===== src/rtl/vector_lsu_if.sv =====
// Data-memory bus between vector_lsu and its memory.
// One single-beat valid/ready channel for reads and one for writes.
// master: the load/store unit; slave: the data memory.
interface vector_lsu_if #(
    parameter int DATA_BITS = 8,
    parameter int ADDR_BITS = 8
) ();
    logic                 mem_read_valid;
    logic [ADDR_BITS-1:0] mem_read_address;
    logic                 mem_read_ready;
    logic [DATA_BITS-1:0] mem_read_data;
    logic                 mem_write_valid;
    logic [ADDR_BITS-1:0] mem_write_address;
    logic [DATA_BITS-1:0] mem_write_data;
    logic                 mem_write_ready;

    modport master (
        output mem_read_valid,
        output mem_read_address,
        input  mem_read_ready,
        input  mem_read_data,
        output mem_write_valid,
        output mem_write_address,
        output mem_write_data,
        input  mem_write_ready
    );

    modport slave (
        input  mem_read_valid,
        input  mem_read_address,
        output mem_read_ready,
        output mem_read_data,
        input  mem_write_valid,
        input  mem_write_address,
        input  mem_write_data,
        output mem_write_ready
    );
endinterface


===== src/rtl/vector_lsu.sv =====
// vector_lsu: per-thread load/store unit for scalar LDR/STR and
// VECTOR_SIZE-lane vector loads/stores (gather/scatter or base+stride,
// with a per-lane mask). Lanes are serviced one at a time, each active
// lane issuing a single-beat transaction on the memory interface.
//
// Optional build macro LSU_TIMEOUT_EN: adds a per-beat WAITING timeout of
// TIMEOUT_CYCLES cycles that aborts the access and raises lsu_error.
// Without it, WAITING waits forever and lsu_error is constant 0.
module vector_lsu #(
    parameter int VECTOR_SIZE    = 4,
    parameter int DATA_BITS      = 8,
    parameter int ADDR_BITS      = 8,
    parameter int TIMEOUT_CYCLES = 255
) (
    input  logic                             clk,
    input  logic                             reset,
    input  logic                             enable,
    input  logic [2:0]                       core_state,
    input  logic                             decoded_mem_read_enable,
    input  logic                             decoded_mem_write_enable,
    input  logic                             decoded_vector_mux,
    input  logic                             decoded_stride_mode,
    input  logic [VECTOR_SIZE-1:0]           lane_mask,
    input  logic [DATA_BITS-1:0]             rs,
    input  logic [DATA_BITS-1:0]             rt,
    input  logic [VECTOR_SIZE*DATA_BITS-1:0] v_rs,
    input  logic [VECTOR_SIZE*DATA_BITS-1:0] v_rt,
    vector_lsu_if.master                     mem,
    output logic [2:0]                       lsu_state,
    output logic [DATA_BITS-1:0]             lsu_out,
    output logic [VECTOR_SIZE*DATA_BITS-1:0] v_lsu_out,
    output logic                             lsu_error
);

    localparam int LANE_BITS = $clog2(VECTOR_SIZE);
    localparam logic [2:0] CORE_REQUEST = 3'b011;
    localparam logic [2:0] CORE_UPDATE  = 3'b110;
    localparam logic [LANE_BITS-1:0] LAST_LANE = LANE_BITS'(VECTOR_SIZE - 1);

    typedef enum logic [2:0] {
        ST_IDLE       = 3'd0,
        ST_REQUESTING = 3'd1,
        ST_WAITING    = 3'd2,
        ST_NEXT       = 3'd3,
        ST_DONE       = 3'd4
    } lsu_state_t;

    // Registered state and outputs
    lsu_state_t                       state_r;
    logic [LANE_BITS-1:0]             lane_r;
    logic                             rd_valid_r;
    logic [ADDR_BITS-1:0]             rd_addr_r;
    logic                             wr_valid_r;
    logic [ADDR_BITS-1:0]             wr_addr_r;
    logic [DATA_BITS-1:0]             wr_data_r;
    logic [DATA_BITS-1:0]             lsu_out_r;
    logic [VECTOR_SIZE*DATA_BITS-1:0] v_lsu_out_r;

    // Next-state values
    lsu_state_t                       state_s;
    logic [LANE_BITS-1:0]             lane_s;
    logic                             rd_valid_s;
    logic [ADDR_BITS-1:0]             rd_addr_s;
    logic                             wr_valid_s;
    logic [ADDR_BITS-1:0]             wr_addr_s;
    logic [DATA_BITS-1:0]             wr_data_s;
    logic [DATA_BITS-1:0]             lsu_out_s;
    logic [VECTOR_SIZE*DATA_BITS-1:0] v_lsu_out_s;

`ifdef LSU_TIMEOUT_EN
    localparam int TMO_BITS = $clog2(TIMEOUT_CYCLES + 1);
    localparam logic [TMO_BITS-1:0] TMO_LAST = TMO_BITS'(TIMEOUT_CYCLES - 1);
    logic                err_r;
    logic                err_s;
    logic [TMO_BITS-1:0] tmo_cnt_r;
    logic [TMO_BITS-1:0] tmo_cnt_s;
`endif

    // Request decode: a load wins when both enables are set
    logic                 is_read_s;
    logic                 is_write_s;
    logic                 lane_active_s;
    logic [DATA_BITS-1:0] lane_vrs_s;
    logic [DATA_BITS-1:0] lane_vrt_s;
    logic [ADDR_BITS-1:0] stride_addr_s;
    logic [ADDR_BITS-1:0] req_addr_s;
    logic [DATA_BITS-1:0] req_data_s;

    assign is_read_s     = decoded_mem_read_enable;
    assign is_write_s    = decoded_mem_write_enable & ~decoded_mem_read_enable;
    assign lane_active_s = lane_mask[lane_r];
    assign lane_vrs_s    = v_rs[int'(lane_r) * DATA_BITS +: DATA_BITS];
    assign lane_vrt_s    = v_rt[int'(lane_r) * DATA_BITS +: DATA_BITS];
    // Strided address wraps modulo the address space
    assign stride_addr_s = ADDR_BITS'(rs) + ADDR_BITS'(lane_r) * ADDR_BITS'(rt);

    // Select address and store data for the current beat
    always_comb begin
        req_addr_s = ADDR_BITS'(rs);
        req_data_s = rt;
        if (decoded_vector_mux) begin
            req_data_s = lane_vrt_s;
            if (decoded_stride_mode) begin
                req_addr_s = stride_addr_s;
            end else begin
                req_addr_s = ADDR_BITS'(lane_vrs_s);
            end
        end else begin
            req_addr_s = ADDR_BITS'(rs);
            req_data_s = rt;
        end
    end

    // Sequencer next-state and datapath updates; everything holds while enable is low
    always_comb begin
        state_s     = state_r;
        lane_s      = lane_r;
        rd_valid_s  = rd_valid_r;
        rd_addr_s   = rd_addr_r;
        wr_valid_s  = wr_valid_r;
        wr_addr_s   = wr_addr_r;
        wr_data_s   = wr_data_r;
        lsu_out_s   = lsu_out_r;
        v_lsu_out_s = v_lsu_out_r;
`ifdef LSU_TIMEOUT_EN
        err_s       = err_r;
        tmo_cnt_s   = tmo_cnt_r;
`endif
        if (enable) begin
            case (state_r)
                ST_IDLE: begin
                    if ((core_state == CORE_REQUEST) &&
                        (decoded_mem_read_enable || decoded_mem_write_enable)) begin
                        state_s = ST_REQUESTING;
                        lane_s  = '0;
`ifdef LSU_TIMEOUT_EN
                        err_s   = 1'b0;
`endif
                    end else begin
                        state_s = ST_IDLE;
                    end
                end
                ST_REQUESTING: begin
                    if (!decoded_vector_mux || lane_active_s) begin
                        rd_valid_s = is_read_s;
                        wr_valid_s = is_write_s;
                        if (is_read_s) begin
                            rd_addr_s = req_addr_s;
                        end else begin
                            wr_addr_s = req_addr_s;
                            wr_data_s = req_data_s;
                        end
`ifdef LSU_TIMEOUT_EN
                        tmo_cnt_s = '0;
`endif
                        state_s = ST_WAITING;
                    end else begin
                        // masked lane: no traffic, its result slot is left untouched
                        state_s = ST_NEXT;
                    end
                end
                ST_WAITING: begin
                    if (rd_valid_r && mem.mem_read_ready) begin
                        rd_valid_s = 1'b0;
                        if (decoded_vector_mux) begin
                            v_lsu_out_s[int'(lane_r) * DATA_BITS +: DATA_BITS] = mem.mem_read_data;
                            state_s = ST_NEXT;
                        end else begin
                            lsu_out_s = mem.mem_read_data;
                            state_s   = ST_DONE;
                        end
                    end else if (wr_valid_r && mem.mem_write_ready) begin
                        wr_valid_s = 1'b0;
                        state_s    = decoded_vector_mux ? ST_NEXT : ST_DONE;
                    end else if (!rd_valid_r && !wr_valid_r) begin
                        // no beat outstanding (enables dropped mid-access): move on rather than hang
                        state_s = decoded_vector_mux ? ST_NEXT : ST_DONE;
                    end else begin
`ifdef LSU_TIMEOUT_EN
                        if (tmo_cnt_r == TMO_LAST) begin
                            // abort: drop the beat, skip remaining lanes, capture nothing
                            rd_valid_s = 1'b0;
                            wr_valid_s = 1'b0;
                            err_s      = 1'b1;
                            state_s    = ST_DONE;
                        end else begin
                            tmo_cnt_s = tmo_cnt_r + 1'b1;
                            state_s   = ST_WAITING;
                        end
`else
                        state_s = ST_WAITING;
`endif
                    end
                end
                ST_NEXT: begin
                    if (lane_r == LAST_LANE) begin
                        state_s = ST_DONE;
                    end else begin
                        lane_s  = lane_r + 1'b1;
                        state_s = ST_REQUESTING;
                    end
                end
                ST_DONE: begin
                    if (core_state == CORE_UPDATE) begin
                        state_s = ST_IDLE;
                    end else begin
                        state_s = ST_DONE;
                    end
                end
                default: begin
                    state_s    = ST_IDLE;
                    rd_valid_s = 1'b0;
                    wr_valid_s = 1'b0;
                end
            endcase
        end else begin
            state_s = state_r;
        end
    end

    // State and output registers with asynchronous clear
    always_ff @(posedge clk or posedge reset) begin
        if (reset) begin
            state_r     <= ST_IDLE;
            lane_r      <= '0;
            rd_valid_r  <= 1'b0;
            rd_addr_r   <= '0;
            wr_valid_r  <= 1'b0;
            wr_addr_r   <= '0;
            wr_data_r   <= '0;
            lsu_out_r   <= '0;
            v_lsu_out_r <= '0;
`ifdef LSU_TIMEOUT_EN
            err_r       <= 1'b0;
            tmo_cnt_r   <= '0;
`endif
        end else begin
            state_r     <= state_s;
            lane_r      <= lane_s;
            rd_valid_r  <= rd_valid_s;
            rd_addr_r   <= rd_addr_s;
            wr_valid_r  <= wr_valid_s;
            wr_addr_r   <= wr_addr_s;
            wr_data_r   <= wr_data_s;
            lsu_out_r   <= lsu_out_s;
            v_lsu_out_r <= v_lsu_out_s;
`ifdef LSU_TIMEOUT_EN
            err_r       <= err_s;
            tmo_cnt_r   <= tmo_cnt_s;
`endif
        end
    end

    assign mem.mem_read_valid    = rd_valid_r;
    assign mem.mem_read_address  = rd_addr_r;
    assign mem.mem_write_valid   = wr_valid_r;
    assign mem.mem_write_address = wr_addr_r;
    assign mem.mem_write_data    = wr_data_r;
    assign lsu_state             = state_r;
    assign lsu_out               = lsu_out_r;
    assign v_lsu_out             = v_lsu_out_r;
`ifdef LSU_TIMEOUT_EN
    assign lsu_error             = err_r;
`else
    assign lsu_error             = 1'b0;
`endif

endmodule

===== src/flat_wrapper.sv =====
// flat-port wrapper written by rule: the top's interface ports become plain ports
module vector_lsu_flat 
#(
    parameter int VECTOR_SIZE    = 4,
    parameter int DATA_BITS      = 8,
    parameter int ADDR_BITS      = 8,
    parameter int TIMEOUT_CYCLES = 255
)
  (clk, reset, enable, core_state, decoded_mem_read_enable, decoded_mem_write_enable, decoded_vector_mux, decoded_stride_mode, lane_mask, rs, rt, v_rs, v_rt, lsu_state, lsu_out, v_lsu_out, lsu_error, mem_mem_read_valid, mem_mem_read_address, mem_mem_read_ready, mem_mem_read_data, mem_mem_write_valid, mem_mem_write_address, mem_mem_write_data, mem_mem_write_ready);
  vector_lsu_if #(.DATA_BITS(DATA_BITS), .ADDR_BITS(ADDR_BITS)) mem_i ();
  input  logic clk;
  input  logic reset;
  input  logic enable;
  input  logic [2:0] core_state;
  input  logic decoded_mem_read_enable;
  input  logic decoded_mem_write_enable;
  input  logic decoded_vector_mux;
  input  logic decoded_stride_mode;
  input  logic [VECTOR_SIZE-1:0] lane_mask;
  input  logic [DATA_BITS-1:0] rs;
  input  logic [DATA_BITS-1:0] rt;
  input  logic [VECTOR_SIZE*DATA_BITS-1:0] v_rs;
  input  logic [VECTOR_SIZE*DATA_BITS-1:0] v_rt;
  output logic [2:0] lsu_state;
  output logic [DATA_BITS-1:0] lsu_out;
  output logic [VECTOR_SIZE*DATA_BITS-1:0] v_lsu_out;
  output logic lsu_error;
  output wire logic [$bits(mem_i.mem_read_valid)-1:0] mem_mem_read_valid;
  output wire logic [$bits(mem_i.mem_read_address)-1:0] mem_mem_read_address;
  input wire logic [$bits(mem_i.mem_read_ready)-1:0] mem_mem_read_ready;
  input wire logic [$bits(mem_i.mem_read_data)-1:0] mem_mem_read_data;
  output wire logic [$bits(mem_i.mem_write_valid)-1:0] mem_mem_write_valid;
  output wire logic [$bits(mem_i.mem_write_address)-1:0] mem_mem_write_address;
  output wire logic [$bits(mem_i.mem_write_data)-1:0] mem_mem_write_data;
  input wire logic [$bits(mem_i.mem_write_ready)-1:0] mem_mem_write_ready;
  assign mem_mem_read_valid = mem_i.mem_read_valid;
  assign mem_mem_read_address = mem_i.mem_read_address;
  assign mem_i.mem_read_ready = mem_mem_read_ready;
  assign mem_i.mem_read_data = mem_mem_read_data;
  assign mem_mem_write_valid = mem_i.mem_write_valid;
  assign mem_mem_write_address = mem_i.mem_write_address;
  assign mem_mem_write_data = mem_i.mem_write_data;
  assign mem_i.mem_write_ready = mem_mem_write_ready;
  vector_lsu #(.VECTOR_SIZE(VECTOR_SIZE), .DATA_BITS(DATA_BITS), .ADDR_BITS(ADDR_BITS), .TIMEOUT_CYCLES(TIMEOUT_CYCLES)) u_core (.clk(clk), .reset(reset), .enable(enable), .core_state(core_state), .decoded_mem_read_enable(decoded_mem_read_enable), .decoded_mem_write_enable(decoded_mem_write_enable), .decoded_vector_mux(decoded_vector_mux), .decoded_stride_mode(decoded_stride_mode), .lane_mask(lane_mask), .rs(rs), .rt(rt), .v_rs(v_rs), .v_rt(v_rt), .mem(mem_i), .lsu_state(lsu_state), .lsu_out(lsu_out), .v_lsu_out(v_lsu_out), .lsu_error(lsu_error));
endmodule

===== config.mk =====
export PLATFORM = sky130hd
export DESIGN_NAME = vector_lsu_flat
export DESIGN_NICKNAME = d
export VERILOG_FILES = /design/src/rtl/vector_lsu_if.sv /design/src/rtl/vector_lsu.sv /design/src/flat_wrapper.sv
export SDC_FILE = /design/constraint.sdc
export NUM_CORES = 1
export LEC_CHECK = 0
export CAP_MARGIN = 20
export CORE_MARGIN = 2
export CORE_UTILIZATION = 48
export DETAILED_ROUTE_END_ITERATION = 7
export GPL_TIMING_DRIVEN = 0
export PLACE_DENSITY = 0.87
export SLEW_MARGIN = 0
export SYNTH_ARGS = -nofsm -noshare
export SYNTH_HDL_FRONTEND = slang
export SYNTH_SLANG_ARGS = --single-unit

===== constraint.sdc =====
create_clock -name clk -period 6 [get_ports clk]
set_input_delay 0.6 -clock clk [delete_from_list [all_inputs] [get_ports clk]]
set_output_delay 0.6 -clock clk [all_outputs]
set_load 0.005 [all_outputs]

**After elaboration in Yosys (flattened, before gate mapping)**

Index checks and enable logic that the tools add are counted.

- $lt $le $gt $ge: 1
- Bitwise gates (word level): 4
- Reduce and logical (&&, ||, !) cells: 19
- Shifts and indexed selects: 4
- Equal/unequal tests: 13
- $mul: 1
- Multiplexer cells: 25
- Add/subtract/negate cells: 3

Operators by type and width:

| kind | number |
|---|---|
| $shiftx 32x6->8 | 2 |
| $neg 5->33 | 1 |
| $shift 8x33->32 const A | 1 |
| $shiftx 8x33->32 | 1 |
| $bwmux 32 | 1 |
| $mux 8 | 3 |
| $reduce_and 4->1 | 6 |
| $mux 3 | 6 |
| $pmux 3 s5 | 1 |
| $eq 3x2->1 const B | 3 |
| $add 8x8->8 | 1 |
| $mul 2x8->8 | 1 |
| $mux 1 | 8 |
| $ne 2x1->1 const B | 4 |
| $eq 3x3->1 const B | 2 |
| $pmux 1 s3 | 2 |
| $reduce_and 5->1 | 1 |
| $logic_and 1x1->1 | 4 |
| $mux 2 | 2 |
| $ne 2x2->1 const B | 2 |
| $pmux 2 s2 | 1 |
| $eq 3x1->1 const B | 1 |
| $logic_not 1->1 | 3 |
| $logic_not 3->1 | 1 |
| other kinds (9) | 12 |

- Input bits: 104
- Output and inout bits: 70
- Logic and storage cells: 79
- Register bits: 71

**Logic depth before layout (Yosys ltp)**

- Word-level depth: 6
- Gate-level depth with buffers: 13
- Depth with buffers taken out: 10

**Worst setup path before layout**

OpenSTA, ideal clock, no wires.

- Path kind: register -> register
- From: reg u_core.lane_r[0]
- To: reg u_core.rd_addr_r[7] (netlist: u_core.mem.mem_read_address[7])
- Period minus slack after synthesis: 3.063 ns
- Arrival time: 2.967 ns
- Slack: 2.937 ns
- Path buffers: 3
- Library setup time: 0.095 ns
- Required time: 5.905 ns
- Stages on the path, launching flop included: 14
- Cell sequence: dfrtp_1 > buf_4 > buf_6 > buf_6 > nand2_1 > fa_1 > inv_1 > ha_1 > fa_1 > a211oi_1 > o21ai_0 > a21oi_1 > xnor2_1 > o31ai_1

- Longest elaborated chain between the ends: 4
- Elaborated cells on any way between the ends: 9
- Classes of those cells: add/sub: 1; mul: 1; shift: 1; mux: 4; reduce/logical: 2

Ends and longest elaborated chain:

| element | RTL line | source |
|---|---|---|
| start, declared | vector_lsu.sv:50 | `logic [LANE_BITS-1:0] lane_r;` |
| start signal, assigned | vector_lsu.sv:239 | `lane_r <= lane_s;` |
| $mul 2x8->8 or $bmux 1 s2 (tied branches) | vector_lsu.sv:95, vector_lsu.sv:91 |  |
| $add 8x8->8 or $mux 1 (tied branches) | vector_lsu.sv:95, vector_lsu.sv:91 |  |
| $mux 8 or $logic_or 1x1->1 (tied branches) | vector_lsu.sv:103, vector_lsu.sv:144 |  |
| $mux 8 or $reduce_and 4->1 (tied branches) | -- |  |
| end signal, assigned | vector_lsu.sv:241 | `rd_addr_r <= rd_addr_s;` |
| end, declared | vector_lsu.sv:52 | `logic [ADDR_BITS-1:0] rd_addr_r;` |

Several ways; a longest one is shown, not always the timed one. The select of a mux whose other input is x is not followed.
A chain may end at the register's enable or synchronous reset.

**Worst setup path after layout**

- From: reg u_core.lane_r[1]
- To: reg u_core.rd_addr_r[7] (netlist: u_core.mem.mem_read_address[7])

Same word-level chain as after synthesis.

==> reports/results.ini <==
[run_status]
run_status=finished, final reports clean

[detailed_routing]
detailedRoute.firstIterationViolations=197
avgViaCountPerCell=5.845
route.antenna.remaining_nets=0
post_drt_wl_per_cell_um=19.43
detail_route.wirelength_um=13750
drc_errors=0
drt_pre_antenna_iters=5
num_vias=4138

[sta]
finalWorstPathRequiredPeriod_ns=3.702
timing_hold_violations_final=0
fin_crit_sh_pct=61.69
finalMaxSlewViolations=0
max_slew_margin_pct=35.82
totalNegativeSetupSlack_ns=0
fin_worst_skew_ns=0.01121
fmax_mhz=270.1
slew_at_the_pin_with_the_worst_max_slew_slack_ns=0.9606
grt_setup_unrepaired=false
setup_viol_count_final=0

[yosys]
yosys.area_share.xor_xnor_pct=1.003
synthesis.instances=412
synthesis.area_sq_um=4367
yosysWarningCount=0
synth_cell_types=46
ys_seq_area_share_pct=40.69
synthAdderAreaFrac_pct=6.648
synth_simple_gate_area_share_pct=14.07
synth_compound_gate_area_share_pct=17.02
synth.area.mux_share_pct=14.79
synth-edff-count=0
synth_async_sr_flop_share_pct=100.0
syn-num-nets=535
yosys_register_bits=71
synth_top_family_by_area=compound AO/OA/AOI/OAI gates
postSynthAreaPerCell_sq_um=10.60
synthFlopType=dfrtp_1

[clocking]
cts_post_setup_buffers_inserted=0
cts_hold_buf=0
cts_repair_resize_count=0
tritoncts_num_sinks=71
cts_inserted_buffers=9
htreeDepth=3
cts_buffer_depth=2
clockRootBuffer=clkbuf_8
clock_latency_ns=0.35
cts_tree=done
worst_setup_hold_path_clk_slew_ns=0.08

[power]
p_sw_share_pct=35.05
power_frac_clock_pct=21.6
power.sequential.fraction_pct=30.7
vdd.ir_drop.worst_v=0.0002126
power_report.internal_total_mw=1.454
leakage_power_total_nw=2.866
comb_power_share_pct=47.7
total_power_mw=2.238
netSwitchingPower_uw=784.6
power-per-cell-area_nw_per_um2=345.6

[placed_design]
detailedPlacementHpwl_um=10550
portBuffers=172
globalplace.congestion=0.8754
detailed_place.area_sq_um=6226

[critical_path]
regToRegSetupSlack_ns=2.30
timing.critical_path.to=u_core.mem.mem_read_address[7]
rr_worst_depth=12
critical_path.reg2reg.endpoint=u_core.mem.mem_read_address[7]
critPathMaxFanout=10
worst_setup_sp=u_core.lane_r[1]
worst-endpoint-required_ns=6.25
critical_path_class=flop to flop
regToRegStartpoint=u_core.lane_r[1]
worst_setup_end_kind=flop
arrival_time_reported_for_the_critical_path_endpoint_ns=3.96
setup.worst_path.start_class=flop

[min_path]
hold_path.class=flop to flop

[global_routing]
grt.overflow.total=0
first_global_vias=4234
grtUsageTotal_pct=27.87
grt_antenna_before_repair=0
grt_first_pass_wirelength_um=21520
pin_count_of_the_biggest_net_entering_global_routing=72

[floorplanning]
chipWidth_um=99.38
io_pins=174
placement_rows=34
initial_utilization_pct=49.83
core_area_sq_um=8763
chipHeight_um=99.38
design.die.area_sq_um=9876

[final_layout]
multi_input_area_sq_um=2341
nFillCells=636
fin_nets=718
insertedDiodeCount=0
fin_area_sq_um=6477
drive_above_1_share_pct=15.33
flow.area_growth_from_synthesis_pct=48.34
ff_latch_area_sq_um=1777

[run]
max_cap_violations=0

-- layout by cell type, fill, tap and decap left out, types with 7 or more instances in the layout --
cell type and count:
dfrtp_1 71, inv_1 27, mux4_2 17, nand2_1 50
clkbuf_1 14, mux2i_1 15, clkdlybuf4s50_1 172, a21oi_1 7
ha_1 12, buf_2 7, fa_1 7, nor2_1 10
o21ai_0 35, a21bo_2 32, mux2_2 10, clkbuf_8 9
nand4_1 32
-- cells by family after synthesis --
| family | after synthesis |
|---|---|
| compound gates | 101 |
| xor+xnor | 5 |
| fa+ha+maj | 19 |
| buf+inv | 55 |
| flops | 71 |
| mux | 42 |
| other cells | 1 |
| simple gates | 118 |
-- routing by layer --
layer  vias up  global-route usage (%)  routed length (um)  share of wire [%]
met1      2046                   33.49                5342                 39
met2       189                   49.22                7046                 51
met5         -                       0                   0                  0
li1       1874                       -                   -                  -
met3        29                   6.817                1062                7.7
met4         0                   9.062                 301                2.2
-- how the worst min path moves through the flow --
stage	from	end	slack, ns	cells after the start
final	u_core.mem.mem_write_data[6]	u_core.mem.mem_write_data[6]	0.49	2
after global routing	u_core.v_lsu_out[23]	u_core.v_lsu_out[23]	0.51	1
after CTS	u_core.mem.mem_write_address[1]	u_core.mem.mem_write_address[1]	0.49	2
after detailed placement	u_core.mem.mem_write_address[1]	u_core.mem.mem_write_address[1]	0.47	2
after global placement	u_core.mem.mem_write_address[2]	u_core.mem.mem_write_address[2]	0.46	2
after floorplan	u_core.mem.mem_write_data[4]	u_core.mem.mem_write_data[4]	0.47	2
-- power by group through the flow --
stage | sequential [mW] | combinational (mW) | clock (mW)
floorplan | 0.691 | 0.570 | 0
global placement | 0.691 | 1.02 | 0
detailed placement | 0.698 | 1.05 | 0
finish | 0.688 | 1.07 | 0.483
global route | 0.702 | 1.16 | 0.508
CTS | 0.689 | 1.06 | 0.487
-- cells in the mapped netlist (all sizes together) (7+ instances only) --
master  number  area [sq um]
nand4       32         200.2
mux2i       15         150.1
fa           7         140.1
nor2        11         43.80
inv         28         105.1
ha          12         150.1
clkbuf      14         52.55
dfrtp       71          1777
o21ai       35         175.2
a21oi        7         35.03
buf         13         91.33
nand2       50         187.7
a21bo       32         320.3
mux2        10         112.6
mux4        17         382.9
-- critical path, cell delays in order, from the launching register on --
cell and delay, ns:
dfrtp_1 0.41, buf_4 0.22, clkbuf_1 0.49, nand2_1 0.18
fa_1 0.55, inv_1 0.05, ha_1 0.25, fa_1 0.45
a211oi_1 0.32, o21ai_0 0.13, a21oi_1 0.19, xnor2_1 0.12
o31ai_1 0.25
-- registers in the layout, indices dropped and copies added (netlist names) --
register                      count
u_core.mem.mem_read_address       8
u_core.v_lsu_out                 32
u_core.mem.mem_write_address      8
u_core.mem.mem_write_valid        1
u_core.lsu_out                    8
u_core.lane_r                     2
u_core.lsu_state                  3
u_core.mem.mem_write_data         8
u_core.mem.mem_read_valid         1
-- metrics by stage --
| step | hold slack, ns | setup WS [ns] | utilization, % | instances |
|---|---|---|---|---|
| after floorplan | 0.4733 | 2.937 | - | 412 |
| after global placement | 0.4640 | 2.470 | 71.02 | 692 |
| after detailed placement | 0.4697 | 2.447 | 71.05 | 692 |
| after CTS | 0.4896 | 2.369 | 73.91 | 708 |
| after global routing | 0.5133 | 2.039 | 73.91 | 708 |
| final | 0.4864 | 2.298 | 73.91 | 708 |
-- layout make-up --
cell class | count | area share, %
multi-input cells | 286 | 36.14
clock inverters | 7 | 1.970
repair buffers | 172 | 26.58
plain buffers | 27 | 2.221
inverters | 28 | 1.661
flip-flops and latches | 71 | 27.43
well taps | 108 | 2.086
clock buffers | 9 | 1.912
Power figures use the tool's default switching activity.
